`src/rtl/keypad_midi_ctl_pkg.sv`:
```
// Shared types for the keypad-to-MIDI controller: FSM states, key identities
// and the priority encoder used to pick the active key.
package keypad_midi_ctl_pkg;

    localparam int MIDI_W = 7;
    localparam int KEY_N  = 5;

    typedef enum logic [1:0] {
        ST_IDLE,
        ST_HOLD,
        ST_REPEAT
    } state_e;

    // Encoding doubles as the bit index into the key vectors; a higher value means higher priority.
    typedef enum logic [2:0] {
        KEY_LEFT   = 3'd0,
        KEY_RIGHT  = 3'd1,
        KEY_DOWN   = 3'd2,
        KEY_UP     = 3'd3,
        KEY_CENTER = 3'd4
    } key_e;

    function automatic key_e pick_key(input logic [KEY_N-1:0] rises);
        if (rises[KEY_CENTER])     return KEY_CENTER;
        else if (rises[KEY_UP])    return KEY_UP;
        else if (rises[KEY_DOWN])  return KEY_DOWN;
        else if (rises[KEY_RIGHT]) return KEY_RIGHT;
        else                       return KEY_LEFT;
    endfunction

endpackage

```
`src/rtl/keypad_midi_ctl_if.sv`:
```
// Key inputs and tone/status outputs of the keypad MIDI controller.
interface keypad_midi_ctl_if #(
    parameter int C_CHANNELS = 2
);
    import keypad_midi_ctl_pkg::*;

    logic                         btn_up;
    logic                         btn_down;
    logic                         btn_left;
    logic                         btn_right;
    logic                         btn_center;
    logic [MIDI_W*C_CHANNELS-1:0] code;
    logic                         mute;
    logic                         key_evt;
    logic [7:0]                   led;

    modport master (
        output btn_up, btn_down, btn_left, btn_right, btn_center,
        input  code, mute, key_evt, led
    );

    modport slave (
        input  btn_up, btn_down, btn_left, btn_right, btn_center,
        output code, mute, key_evt, led
    );

endinterface

```
`src/rtl/keypad_midi_ctl_key_debounce.sv`:
```
// One key: 2-flop synchroniser followed by a stable-count debouncer.
// rose pulses for one cycle in the same cycle that state goes high.
module key_debounce #(
    parameter int C_DEBOUNCE_CYC = 250000
) (
    input  logic clk,
    input  logic rst_n,
    input  logic raw,
    output logic state,
    output logic rose
);

    localparam int CW = $clog2(C_DEBOUNCE_CYC + 1);
    localparam logic [CW-1:0] CNT_LAST = CW'(C_DEBOUNCE_CYC - 1);

    logic          sync_p0;
    logic          sync_p1;
    logic [CW-1:0] cnt;

    always_ff @(posedge clk) begin
        if (!rst_n) begin
            sync_p0 <= 1'b0;
            sync_p1 <= 1'b0;
            state   <= 1'b0;
            rose    <= 1'b0;
            cnt     <= '0;
        end else begin
            sync_p0 <= raw;
            sync_p1 <= sync_p0;
            rose    <= 1'b0;
            // Any cycle agreeing with the current state restarts the count.
            if (sync_p1 != state) begin
                if (cnt == CNT_LAST) begin
                    state <= sync_p1;
                    rose  <= sync_p1;
                    cnt   <= '0;
                end else begin
                    cnt <= cnt + CW'(1);
                end
            end else begin
                cnt <= '0;
            end
        end
    end

endmodule

```
`src/rtl/keypad_midi_ctl.sv`:
```
// Five-key keypad to multi-channel MIDI code controller with debounce,
// hold-to-repeat and mute.
module keypad_midi_ctl
    import keypad_midi_ctl_pkg::*;
#(
    parameter int C_CHANNELS         = 2,
    parameter int C_INTERVAL         = 1,
    parameter int C_MIDI_INIT        = 60,
    parameter int C_MIDI_MIN         = 0,
    parameter int C_MIDI_MAX         = 127,
    parameter int C_DEBOUNCE_CYC     = 250000,
    parameter int C_REPEAT_DELAY_CYC = 12500000,
    parameter int C_REPEAT_CYC       = 2500000
) (
    input  logic               clk,
    input  logic               rst_n,
    keypad_midi_ctl_if.slave   bus
);

    localparam int CODE_W = MIDI_W * C_CHANNELS;
    localparam int HCW    = $clog2(C_REPEAT_DELAY_CYC + 1);
    localparam int RCW    = $clog2(C_REPEAT_CYC + 1);
    localparam logic [HCW-1:0]    HOLD_LAST  = HCW'(C_REPEAT_DELAY_CYC - 1);
    localparam logic [RCW-1:0]    REP_LAST   = RCW'(C_REPEAT_CYC - 1);
    localparam logic signed [7:0] MIDI_MIN_S = 8'(C_MIDI_MIN);
    localparam logic signed [7:0] MIDI_MAX_S = 8'(C_MIDI_MAX);
    localparam logic [MIDI_W-1:0] BASE_INIT  = MIDI_W'(C_MIDI_INIT);

    function automatic logic [MIDI_W-1:0] step_base(input logic [MIDI_W-1:0] b, input key_e k);
        logic signed [7:0] cur;
        logic signed [7:0] delta;
        logic signed [7:0] sum;
        cur = $signed({1'b0, b});
        case (k)
            KEY_UP:    delta = 8'sd1;
            KEY_DOWN:  delta = -8'sd1;
            KEY_RIGHT: delta = 8'sd12;
            KEY_LEFT:  delta = -8'sd12;
            default:   delta = 8'sd0;
        endcase
        sum = cur + delta;
        // 8-bit signed wrap on a positive step means the true result is above 127.
        if (delta > 8'sd0 && sum < 8'sd0) sum = 8'sd127;
        if (sum > MIDI_MAX_S)      sum = MIDI_MAX_S;
        else if (sum < MIDI_MIN_S) sum = MIDI_MIN_S;
        return sum[MIDI_W-1:0];
    endfunction

    function automatic logic [CODE_W-1:0] chan_codes(input logic [MIDI_W-1:0] b, input logic m);
        logic [CODE_W-1:0] r;
        int                v;
        r = '0;
        for (int k = 0; k < C_CHANNELS; k++) begin
            v = int'(b) + k * C_INTERVAL;
            if (v > 127) v = 127;
            r[k*MIDI_W +: MIDI_W] = m ? '0 : MIDI_W'(v);
        end
        return r;
    endfunction

    logic [KEY_N-1:0]  raw;
    logic [KEY_N-1:0]  deb;
    logic [KEY_N-1:0]  rose;

    assign raw = {bus.btn_center, bus.btn_up, bus.btn_down, bus.btn_right, bus.btn_left};

    for (genvar i = 0; i < KEY_N; i++) begin : g_key
        key_debounce #(
            .C_DEBOUNCE_CYC(C_DEBOUNCE_CYC)
        ) u_deb (
            .clk  (clk),
            .rst_n(rst_n),
            .raw  (raw[i]),
            .state(deb[i]),
            .rose (rose[i])
        );
    end

    state_e            state;
    key_e              active;
    key_e              pick;
    key_e              act_key;
    logic              act_fire;
    logic [HCW-1:0]    hold_cnt;
    logic [RCW-1:0]    rep_cnt;
    logic [MIDI_W-1:0] base;
    logic [MIDI_W-1:0] base_nx;
    logic              mute_q;
    logic              mute_nx;
    logic              evt_q;
    logic [CODE_W-1:0] code_q;

    // Decide whether an action executes at the coming edge and what it produces.
    always_comb begin
        pick     = pick_key(rose);
        act_fire = 1'b0;
        act_key  = active;
        case (state)
            ST_IDLE: begin
                if (|rose) begin
                    act_fire = 1'b1;
                    act_key  = pick;
                end
            end
            ST_HOLD: begin
                if (deb[active] && hold_cnt == HOLD_LAST && active != KEY_CENTER) act_fire = 1'b1;
            end
            ST_REPEAT: begin
                if (deb[active] && rep_cnt == REP_LAST) act_fire = 1'b1;
            end
            default: ;
        endcase
        base_nx = base;
        mute_nx = mute_q;
        if (act_fire) begin
            if (act_key == KEY_CENTER) mute_nx = ~mute_q;
            else                       base_nx = step_base(base, act_key);
        end
    end

    always_ff @(posedge clk) begin
        if (!rst_n) begin
            state    <= ST_IDLE;
            active   <= KEY_LEFT;
            hold_cnt <= '0;
            rep_cnt  <= '0;
            base     <= BASE_INIT;
            mute_q   <= 1'b0;
            evt_q    <= 1'b0;
            code_q   <= chan_codes(BASE_INIT, 1'b0);
        end else begin
            evt_q  <= act_fire;
            base   <= base_nx;
            mute_q <= mute_nx;
            code_q <= chan_codes(base_nx, mute_nx);
            case (state)
                ST_IDLE: begin
                    if (|rose) begin
                        state    <= ST_HOLD;
                        active   <= pick;
                        hold_cnt <= '0;
                    end
                end
                ST_HOLD: begin
                    if (deb == '0) begin
                        state <= ST_IDLE;
                    end else if (deb[active]) begin
                        // Center parks here at the delay limit: it never repeats.
                        if (hold_cnt == HOLD_LAST) begin
                            if (active != KEY_CENTER) begin
                                state   <= ST_REPEAT;
                                rep_cnt <= '0;
                            end
                        end else begin
                            hold_cnt <= hold_cnt + HCW'(1);
                        end
                    end
                end
                ST_REPEAT: begin
                    if (deb == '0) begin
                        state <= ST_IDLE;
                    end else if (deb[active]) begin
                        if (rep_cnt == REP_LAST) rep_cnt <= '0;
                        else                     rep_cnt <= rep_cnt + RCW'(1);
                    end
                end
                default: state <= ST_IDLE;
            endcase
        end
    end

    assign bus.code    = code_q;
    assign bus.mute    = mute_q;
    assign bus.key_evt = evt_q;
    assign bus.led     = {mute_q, base};

endmodule

```
`src/flat_wrapper.sv`:
```
// flat-port wrapper written by rule: the top's interface ports become plain ports
module keypad_midi_ctl_flat import keypad_midi_ctl_pkg::*;
#(
    parameter int C_CHANNELS         = 2,
    parameter int C_INTERVAL         = 1,
    parameter int C_MIDI_INIT        = 60,
    parameter int C_MIDI_MIN         = 0,
    parameter int C_MIDI_MAX         = 127,
    parameter int C_DEBOUNCE_CYC     = 250000,
    parameter int C_REPEAT_DELAY_CYC = 12500000,
    parameter int C_REPEAT_CYC       = 2500000
)
  (clk, rst_n, bus_btn_up, bus_btn_down, bus_btn_left, bus_btn_right, bus_btn_center, bus_code, bus_mute, bus_key_evt, bus_led);
  keypad_midi_ctl_if #(.C_CHANNELS(C_CHANNELS)) bus_i ();
  input  logic clk;
  input  logic rst_n;
  input wire logic [$bits(bus_i.btn_up)-1:0] bus_btn_up;
  input wire logic [$bits(bus_i.btn_down)-1:0] bus_btn_down;
  input wire logic [$bits(bus_i.btn_left)-1:0] bus_btn_left;
  input wire logic [$bits(bus_i.btn_right)-1:0] bus_btn_right;
  input wire logic [$bits(bus_i.btn_center)-1:0] bus_btn_center;
  output wire logic [$bits(bus_i.code)-1:0] bus_code;
  output wire logic [$bits(bus_i.mute)-1:0] bus_mute;
  output wire logic [$bits(bus_i.key_evt)-1:0] bus_key_evt;
  output wire logic [$bits(bus_i.led)-1:0] bus_led;
  assign bus_i.btn_up = bus_btn_up;
  assign bus_i.btn_down = bus_btn_down;
  assign bus_i.btn_left = bus_btn_left;
  assign bus_i.btn_right = bus_btn_right;
  assign bus_i.btn_center = bus_btn_center;
  assign bus_code = bus_i.code;
  assign bus_mute = bus_i.mute;
  assign bus_key_evt = bus_i.key_evt;
  assign bus_led = bus_i.led;
  keypad_midi_ctl #(.C_CHANNELS(C_CHANNELS), .C_INTERVAL(C_INTERVAL), .C_MIDI_INIT(C_MIDI_INIT), .C_MIDI_MIN(C_MIDI_MIN), .C_MIDI_MAX(C_MIDI_MAX), .C_DEBOUNCE_CYC(C_DEBOUNCE_CYC), .C_REPEAT_DELAY_CYC(C_REPEAT_DELAY_CYC), .C_REPEAT_CYC(C_REPEAT_CYC)) u_core (.clk(clk), .rst_n(rst_n), .bus(bus_i));
endmodule
```
`config.mk`:
```
export PLATFORM = sky130hd
export DESIGN_NAME = keypad_midi_ctl_flat
export DESIGN_NICKNAME = d
export VERILOG_FILES = /design/src/rtl/keypad_midi_ctl_pkg.sv /design/src/rtl/keypad_midi_ctl_if.sv /design/src/rtl/keypad_midi_ctl_key_debounce.sv /design/src/rtl/keypad_midi_ctl.sv /design/src/flat_wrapper.sv
export SDC_FILE = /design/constraint.sdc
export NUM_CORES = 1
export LEC_CHECK = 0
export ABC_CLOCK_PERIOD_IN_PS = 5290
export CORE_MARGIN = 3
export CORE_UTILIZATION = 60
export DETAILED_ROUTE_END_ITERATION = 16
export HOLD_SLACK_MARGIN = 0.02
export PLACE_DENSITY = 0.78
export SYNTH_ARGS = -nofsm -noshare
export SYNTH_HDL_FRONTEND = slang
export SYNTH_SLANG_ARGS = --single-unit
```
`constraint.sdc`:
```
create_clock -name clk -period 5.29 [get_ports clk]
set_input_delay 1.3225 -clock clk [delete_from_list [all_inputs] [get_ports clk]]
set_output_delay 1.3225 -clock clk [all_outputs]
set_load 0.02 [all_outputs]
```
==> flow_metrics.py, run 1 <==
metrics = {
    "outcome": {
        "status": "finished clean",
    },
    "die": {
        "fp.dieW_um": 126,
        "design.die.area_um2": 15800,
        "io-pin-count": 31,
        "die_h_um": 126,
        "initial_core_util_pct": 61.7,
        "core_region_area_um2": 13900,
        "rows": 43,
    },
    "setup_path": {
        "cp_data_required_time_ns": 5.66,
        "critPathMaxFanout": 9,
        "r2r-end": "u_core.bus.code[13]",
        "reg2reg_depth": 16,
        "critPathArrivalTime_ns": 4.59,
        "startpoint_type": "register",
        "crit_type": "reg2reg",
        "endpoint_kind": "register",
        "rrSetupSlack_ns": 1.07,
        "timing.rr.start": "u_core.state[0]",
    },
    "logic_synthesis": {
        "synth_seq_cells": 184,
        "ys_types": 79,
        "syn_area_um2": 8590,
        "synth_area_leaders": "dfxtp_1 43%, nor2_1 7.7%, xor2_1 6.4%, xnor2_1 5.1%, nand3_1 3.6%",
        "synthFlopType": "dfxtp_1",
        "syn_avg_cell_area_um2": 8.64,
        "netlist_instances": 994,
        "netlist.area_leader.share_pct": 42.9,
        "async_flop_share_pct": 0,
        "synth_edf_count": 0,
        "syn_nets": 1021,
        "ys_seq_area_share_pct": 42.9,
        "synth_top_area_cell": "dfxtp_1",
        "yosys_warnings": 0,
    },
    "clocking": {
        "htree_levels": 4,
        "clock-sinks": 184,
        "clock_latency_ns": 0.43,
        "cts_resized": 0,
        "cts_tree": "done",
        "post-cts-setup-buffer-count": 0,
        "clockRootBuffer": "clkbuf_16",
        "path_clk_slew_ns": 0.07,
        "cts_made_buffers": 17,
        "hold_buffers": 0,
        "clockBufferDepth": 2,
    },
    "grt": {
        "grt_pass1_wl_um": 29200,
        "overflow": 0,
        "grt_max_degree": 25,
        "grt_usage_pct": 21.9,
        "grt_pass1_vias": 6473,
        "antenna_found_initial": 0,
    },
    "place": {
        "gp_congestion": 0.850,
        "port_buffers": 30,
        "place_inst": 1184,
        "dp_hpwl_um": 11600,
        "post_dp_cell_area_um2": 9030,
    },
    "cells_and_area": {
        "ff_latch_area_um2": 3680,
        "final_common_cell": "dfxtp_1",
        "multi_input_area_um2": 4700,
        "drive_above_1_share_pct": 6.56,
        "final_cell_mix": "184 x dfxtp_1, 176 x nor2_1, 73 x nand2_1",
        "finalInstanceArea_um2": 9680,
        "nets": 1050,
        "diodes": 0,
        "nFillCells": 1124,
        "final_cells": 1216,
        "syn2layout_area_growth_pct": 12.6,
    },
    "detailed_routing": {
        "drt_first_pass_iters": 5,
        "drt_iter0_drc": 486,
        "drt_wl_total_um": 16900,
        "viasPerCell": 5.66,
        "num_vias": 6879,
        "drc": 0,
        "antenna_left": 0,
        "wl_per_cell_um": 13.9,
    },
    "worst_hold_path": {
        "min_path_type": "reg2reg",
        "hold_end": "u_core.g_key[4].u_deb.sync_p1",
        "hold_start": "u_core.g_key[4].u_deb.sync_p0",
        "worstHoldPathCells": 1,
    },
    "power": {
        "leakage_nw": 3.40,
        "ir_worst_vdd_mv": 0.264,
        "p_per_area_nw_per_um2": 292,
    },
    "timing": {
        "slew_headroom_pct": 46.8,
        "finalClockSkew_ns": 0.0127,
        "fmax_ghz": 0.237,
        "hold_ws_ns": 0.435,
        "worst_pin_slew_ns": 0.798,
        "rsz0062_at_grt": "no",
        "hold_viol": 0,
        "finalCritPeriodShare_pct": 79.8,
        "maxSlewViolCount": 0,
        "fin_tns_setup_ns": 0,
        "final.min_clock_period_ns": 4.22,
        "finalSetupViolCount": 0,
    },
    "run": {
        "drv_cap": 0,
    },
}
flip-flops by register name, indices dropped and copies added, names as in the netlist:
register and flops:
u_core.state 2, u_core.g_key.u_deb.sync_p0 5, u_core.bus.mute 1, u_core.bus.code 14
u_core.base 7, u_core.g_key.u_deb.rose 5, u_core.g_key.u_deb.cnt 90, u_core.active 3
u_core.g_key.u_deb.state 5, u_core.hold_cnt 24, u_core.rep_cnt 22, u_core.g_key.u_deb.sync_p1 5
u_core.bus.key_evt 1
synthesized netlist by cell type, types with 10 or more instances:
library cell,number
inv_1,25
xor2_1,63
nor3b_1,10
ha_1,19
or3_1,18
nor2b_1,11
clkbuf_1,15
xnor2_1,50
nor3_1,19
a21oi_1,31
and2_1,20
nand3_1,62
o21ai_0,32
nand4_1,25
and3_1,22
dfxtp_1,184
nor2_1,176
nor4_1,12
mux2i_1,10
nand2_1,73
power by group:
| part | total (W) | internal (W) | switching (W) |
|---|---|---|---|
| clock | 0.00136 | 0.000822 | 0.000542 |
| sequential | 0.00140 | 0.00139 | 0.00000518 |
| combinational | 0.0000667 | 0.0000219 | 0.0000448 |
| total | 0.00283 | 0.00224 | 0.000592 |
cells by family after synthesis:
kind of cell | synth area share [%]
and+or+nand+nor | 28.3
DFF | 42.9
AOI/OAI and AO/OA | 9.66
xor gates and xnor gates | 11.9
buffers and inverters | 2.39
adders and majority gates | 3.00
muxes | 1.94
worst max-delay path, cell delays in order (launching register included):
cell	delay, ns
dfxtp_1	0.39
inv_1	0.10
ha_1	0.32
nor2b_1	0.23
o21a_1	0.13
a21oi_1	0.44
nor2_1	0.09
ha_1	0.23
inv_1	0.08
fa_1	0.46
nand2b_1	0.23
or2_2	0.32
a2111oi_1	0.43
a311o_1	0.24
a21oi_2	0.11
or2_1	0.23
a21oi_2	0.13
worst max path at each step:
stage,start,endpoint,cells past startpoint
final,u_core.state[0],u_core.bus.code[13],16
after global routing,u_core.state[0],u_core.bus.code[9],16
after CTS,u_core.state[0],u_core.bus.code[13],16
after detailed placement,u_core.state[0],u_core.bus.code[13],16
after global placement,u_core.state[0],u_core.bus.code[13],16
after floorplan,u_core.state[0],u_core.bus.code[13],17
layer usage:
layer,global-route usage (%),vias to the layer above,part of all wire [%]
li1,-,3481,-
met1,29.0,3247,48
met2,35.7,119,47
met3,4.50,32,3.2
met4,8.16,0,2.0
met5,0,-,0
per-stage QoR:
stage	worst slack [ns]	total power, W	utilization, %
detailed placement	1.15	0.00149	64.8
CTS	1.10	0.00285	69.4
finish	1.07	0.00283	69.4
floorplan	1.52	0.00147	-
global placement	1.34	0.00149	64.8
global route	0.820	0.00291	69.4
cell type report:
cell class	instances	area share [%]
tap	180	2.33
multi-input combinational	760	48.6
clock inverter	13	1.98
timing repair buffer	32	3.26
clock buffer	19	4.68
sequential	184	38.1
inverter	28	1.09
Power figures use the tool's default switching activity.
==> run 2, diff against run 1 <==
--- a/config.mk
+++ b/config.mk
@@ -5,7 +5,7 @@
 export SDC_FILE = /design/constraint.sdc
 export NUM_CORES = 1
 export LEC_CHECK = 0
-export ABC_CLOCK_PERIOD_IN_PS = 5290
+export ABC_CLOCK_PERIOD_IN_PS = 4300
 export CORE_MARGIN = 3
 export CORE_UTILIZATION = 60
 export DETAILED_ROUTE_END_ITERATION = 16
==> constraint.sdc (replaced) <==
create_clock -name clk -period 4.3 [get_ports clk]
set_input_delay 1.075 -clock clk [delete_from_list [all_inputs] [get_ports clk]]
set_output_delay 1.075 -clock clk [all_outputs]
set_load 0.02 [all_outputs]
==> run 2 against run 1 <==
Effect of this change:
- first-iteration DRC count down 11%
- clock skew down 0.0031 ns
- global-route usage fell by 0.36 points
- clock power increased by 18%
- via count down 1.8%
- die area did not move
- register-to-register slack worse by 0.81 ns
- largest cell class unchanged
- highest routed layer unchanged
==> flow_metrics.py, run 2 (synthesis results as in run 1) <==
metrics = {
    "outcome": {
        "status": "finished clean",
    },
    "run": {
        "drv_cap": 0,
    },
    "timing": {
        "setup_ws_ns": 0.261,
        "fin_tns_setup_ns": 0,
        "finalClockSkew_ns": 0.00964,
        "finalCritPeriodShare_pct": 93.9,
        "hold_ws_ns": 0.436,
        "finalSetupViolCount": 0,
        "fmax_ghz": 0.248,
        "slew_headroom_pct": 54.4,
        "worst_pin_slew_ns": 0.683,
        "hold_viol": 0,
        "rsz0062_at_grt": "no",
        "maxSlewViolCount": 0,
        "final.min_clock_period_ns": 4.04,
    },
    "power": {
        "leakage_nw": 3.41,
        "power.total_w": 0.00341,
        "ir_worst_vdd_mv": 0.306,
        "p_per_area_nw_per_um2": 353,
    },
    "worst_hold_path": {
        "min_path_type": "reg2reg",
    },
    "setup_path": {
        "cp_cell_sequence": "inv_1 > ha_1 > buf_4 > o41ai_1 > a22o_1 > nor2_1 > ha_1 > inv_1 > fa_1 > nand2b_1 > or2_2 > a2111oi_1 > a311o_1 > a21oi_2 > nand3b_4 > a31oi_1",
        "startpoint": "u_core.state[0]",
        "path_buf_inv": 3,
        "startpoint_type": "register",
        "endpoint": "u_core.bus.code[9]",
        "endpoint_kind": "register",
        "critPathSlowestCell": "a2111oi_1",
        "critPathArrivalTime_ns": 4.39,
        "reg2reg_depth": 16,
        "rrSetupSlack_ns": 0.26,
        "worst-path-stages": 16,
        "cp_data_required_time_ns": 4.66,
        "cp_top_family": "compound AO/OA/AOI/OAI gates",
        "critPathMaxFanout": 11,
        "timing.rr.start": "u_core.state[0]",
        "r2r-end": "u_core.bus.code[9]",
        "crit_type": "reg2reg",
        "cpPeakStageDelay_ns": 0.47,
    },
    "clocking": {
        "clockBufferDepth": 2,
        "cts_tree": "done",
        "htree_levels": 4,
        "hold_buffers": 0,
        "path_clk_slew_ns": 0.07,
        "clockRootBuffer": "clkbuf_16",
        "clock_latency_ns": 0.43,
        "cts_made_buffers": 17,
        "clock-sinks": 184,
    },
    "cells_and_area": {
        "top_register": "u_core.g_key.u_deb.cnt",
        "top_regs": "u_core.g_key.u_deb.cnt x90, u_core.hold_cnt x24, u_core.rep_cnt x22",
        "drive_above_1_share_pct": 6.83,
        "final_cell_mix": "184 x dfxtp_1, 176 x nor2_1, 73 x nand2_1",
        "syn2layout_area_growth_pct": 12.6,
        "nets": 1053,
        "largest_reg_flops": 90,
        "diodes": 0,
        "final_common_cell": "dfxtp_1",
    },
    "detailed_routing": {
        "antenna_left": 0,
        "drt_first_pass_iters": 5,
        "viasPerCell": 5.54,
        "drc": 0,
        "drt_iter0_drc": 432,
        "wl_per_cell_um": 13.7,
        "drt_wl_total_um": 16800,
        "num_vias": 6755,
    },
    "place": {
        "post-place-ws_ns": 0.321,
        "gp_congestion": 0.846,
        "port_buffers": 30,
        "dp_hpwl_um": 11400,
    },
    "die": {
        "io-pin-count": 31,
        "initial_core_util_pct": 61.7,
        "fp.dieW_um": 126,
        "rows": 43,
        "die_h_um": 126,
        "core_region_area_um2": 13900,
        "design.die.area_um2": 15800,
    },
    "grt": {
        "antenna_found_initial": 0,
        "grt_usage_pct": 21.6,
        "grt_max_degree": 38,
        "grt_pass1_wl_um": 28700,
        "grt_pass1_vias": 6182,
        "overflow": 0,
    },
}
## run 2: how the worst min path moves through the flow
stage | start | end | slack, ns | cells after the start
6_report | u_core.g_key[0].u_deb.sync_p0 | u_core.g_key[0].u_deb.sync_p1 | 0.44 | 1
3_3_place_gp | u_core.g_key[0].u_deb.sync_p0 | u_core.g_key[0].u_deb.sync_p1 | 0.41 | 1
3_5_place_dp | u_core.g_key[1].u_deb.sync_p0 | u_core.g_key[1].u_deb.sync_p1 | 0.42 | 1
5_1_grt | u_core.g_key[0].u_deb.cnt[0] | u_core.g_key[0].u_deb.cnt[0] | 0.46 | 1
4_1_cts | u_core.g_key[1].u_deb.sync_p0 | u_core.g_key[1].u_deb.sync_p1 | 0.44 | 1
2_1_floorplan | u_core.g_key[0].u_deb.sync_p0 | u_core.g_key[0].u_deb.sync_p1 | 0.41 | 1
## run 2: layer usage
layer	part of all wire, %	up-vias	global-route usage [%]
li1	-	3490	-
met1	48	3141	28.9
met2	47	108	35.3
met3	3.7	16	4.83
met4	1.0	0	6.06
met5	0	-	0
## run 2: power breakdown
group          switching (W)   total, W  internal, W  leakage, nW
Combinational      0.0000558  0.0000858    0.0000300         1.62
Clock               0.000669    0.00161     0.000938        0.304
Sequential        0.00000509    0.00172      0.00171         1.48
## run 2: layout make-up
cell class                      instances  area [um^2]
Clock inverter                         13          169
Inverter                               28          105
Multi-Input combinational cell        760         4710
Fill cell                            1111         4260
Tap cell                              180          225
Timing Repair Buffer                   35          338
Sequential cell                       184         3680
Clock buffer                           19          443
## run 2: timing repair
item                                    4_1_cts  5_1_grt
buffers inserted                              0        0
resized for setup                             0        1
endpoints found under the setup margin        0        2
## run 2: stage by stage
stage / instances / utilization [%] / instance area [um^2]
after global routing: 1219 / 69.4 / 9670
after CTS: 1219 / 69.4 / 9670
final: 1219 / 69.4 / 9670
after floorplan: 994 / - / 8590
after global placement: 1187 / 65.0 / 9050
after detailed placement: 1187 / 65.0 / 9050
==> run 3, diff against run 2 <==
--- a/config.mk
+++ b/config.mk
@@ -9,6 +9,7 @@
 export CORE_MARGIN = 3
 export CORE_UTILIZATION = 60
 export DETAILED_ROUTE_END_ITERATION = 16
+export GPL_TIMING_DRIVEN = 1
 export HOLD_SLACK_MARGIN = 0.02
 export PLACE_DENSITY = 0.78
 export SYNTH_ARGS = -nofsm -noshare
==> results of run 3 <==
Same layout as run 2: the final DEF is identical, and so are final timing and power.
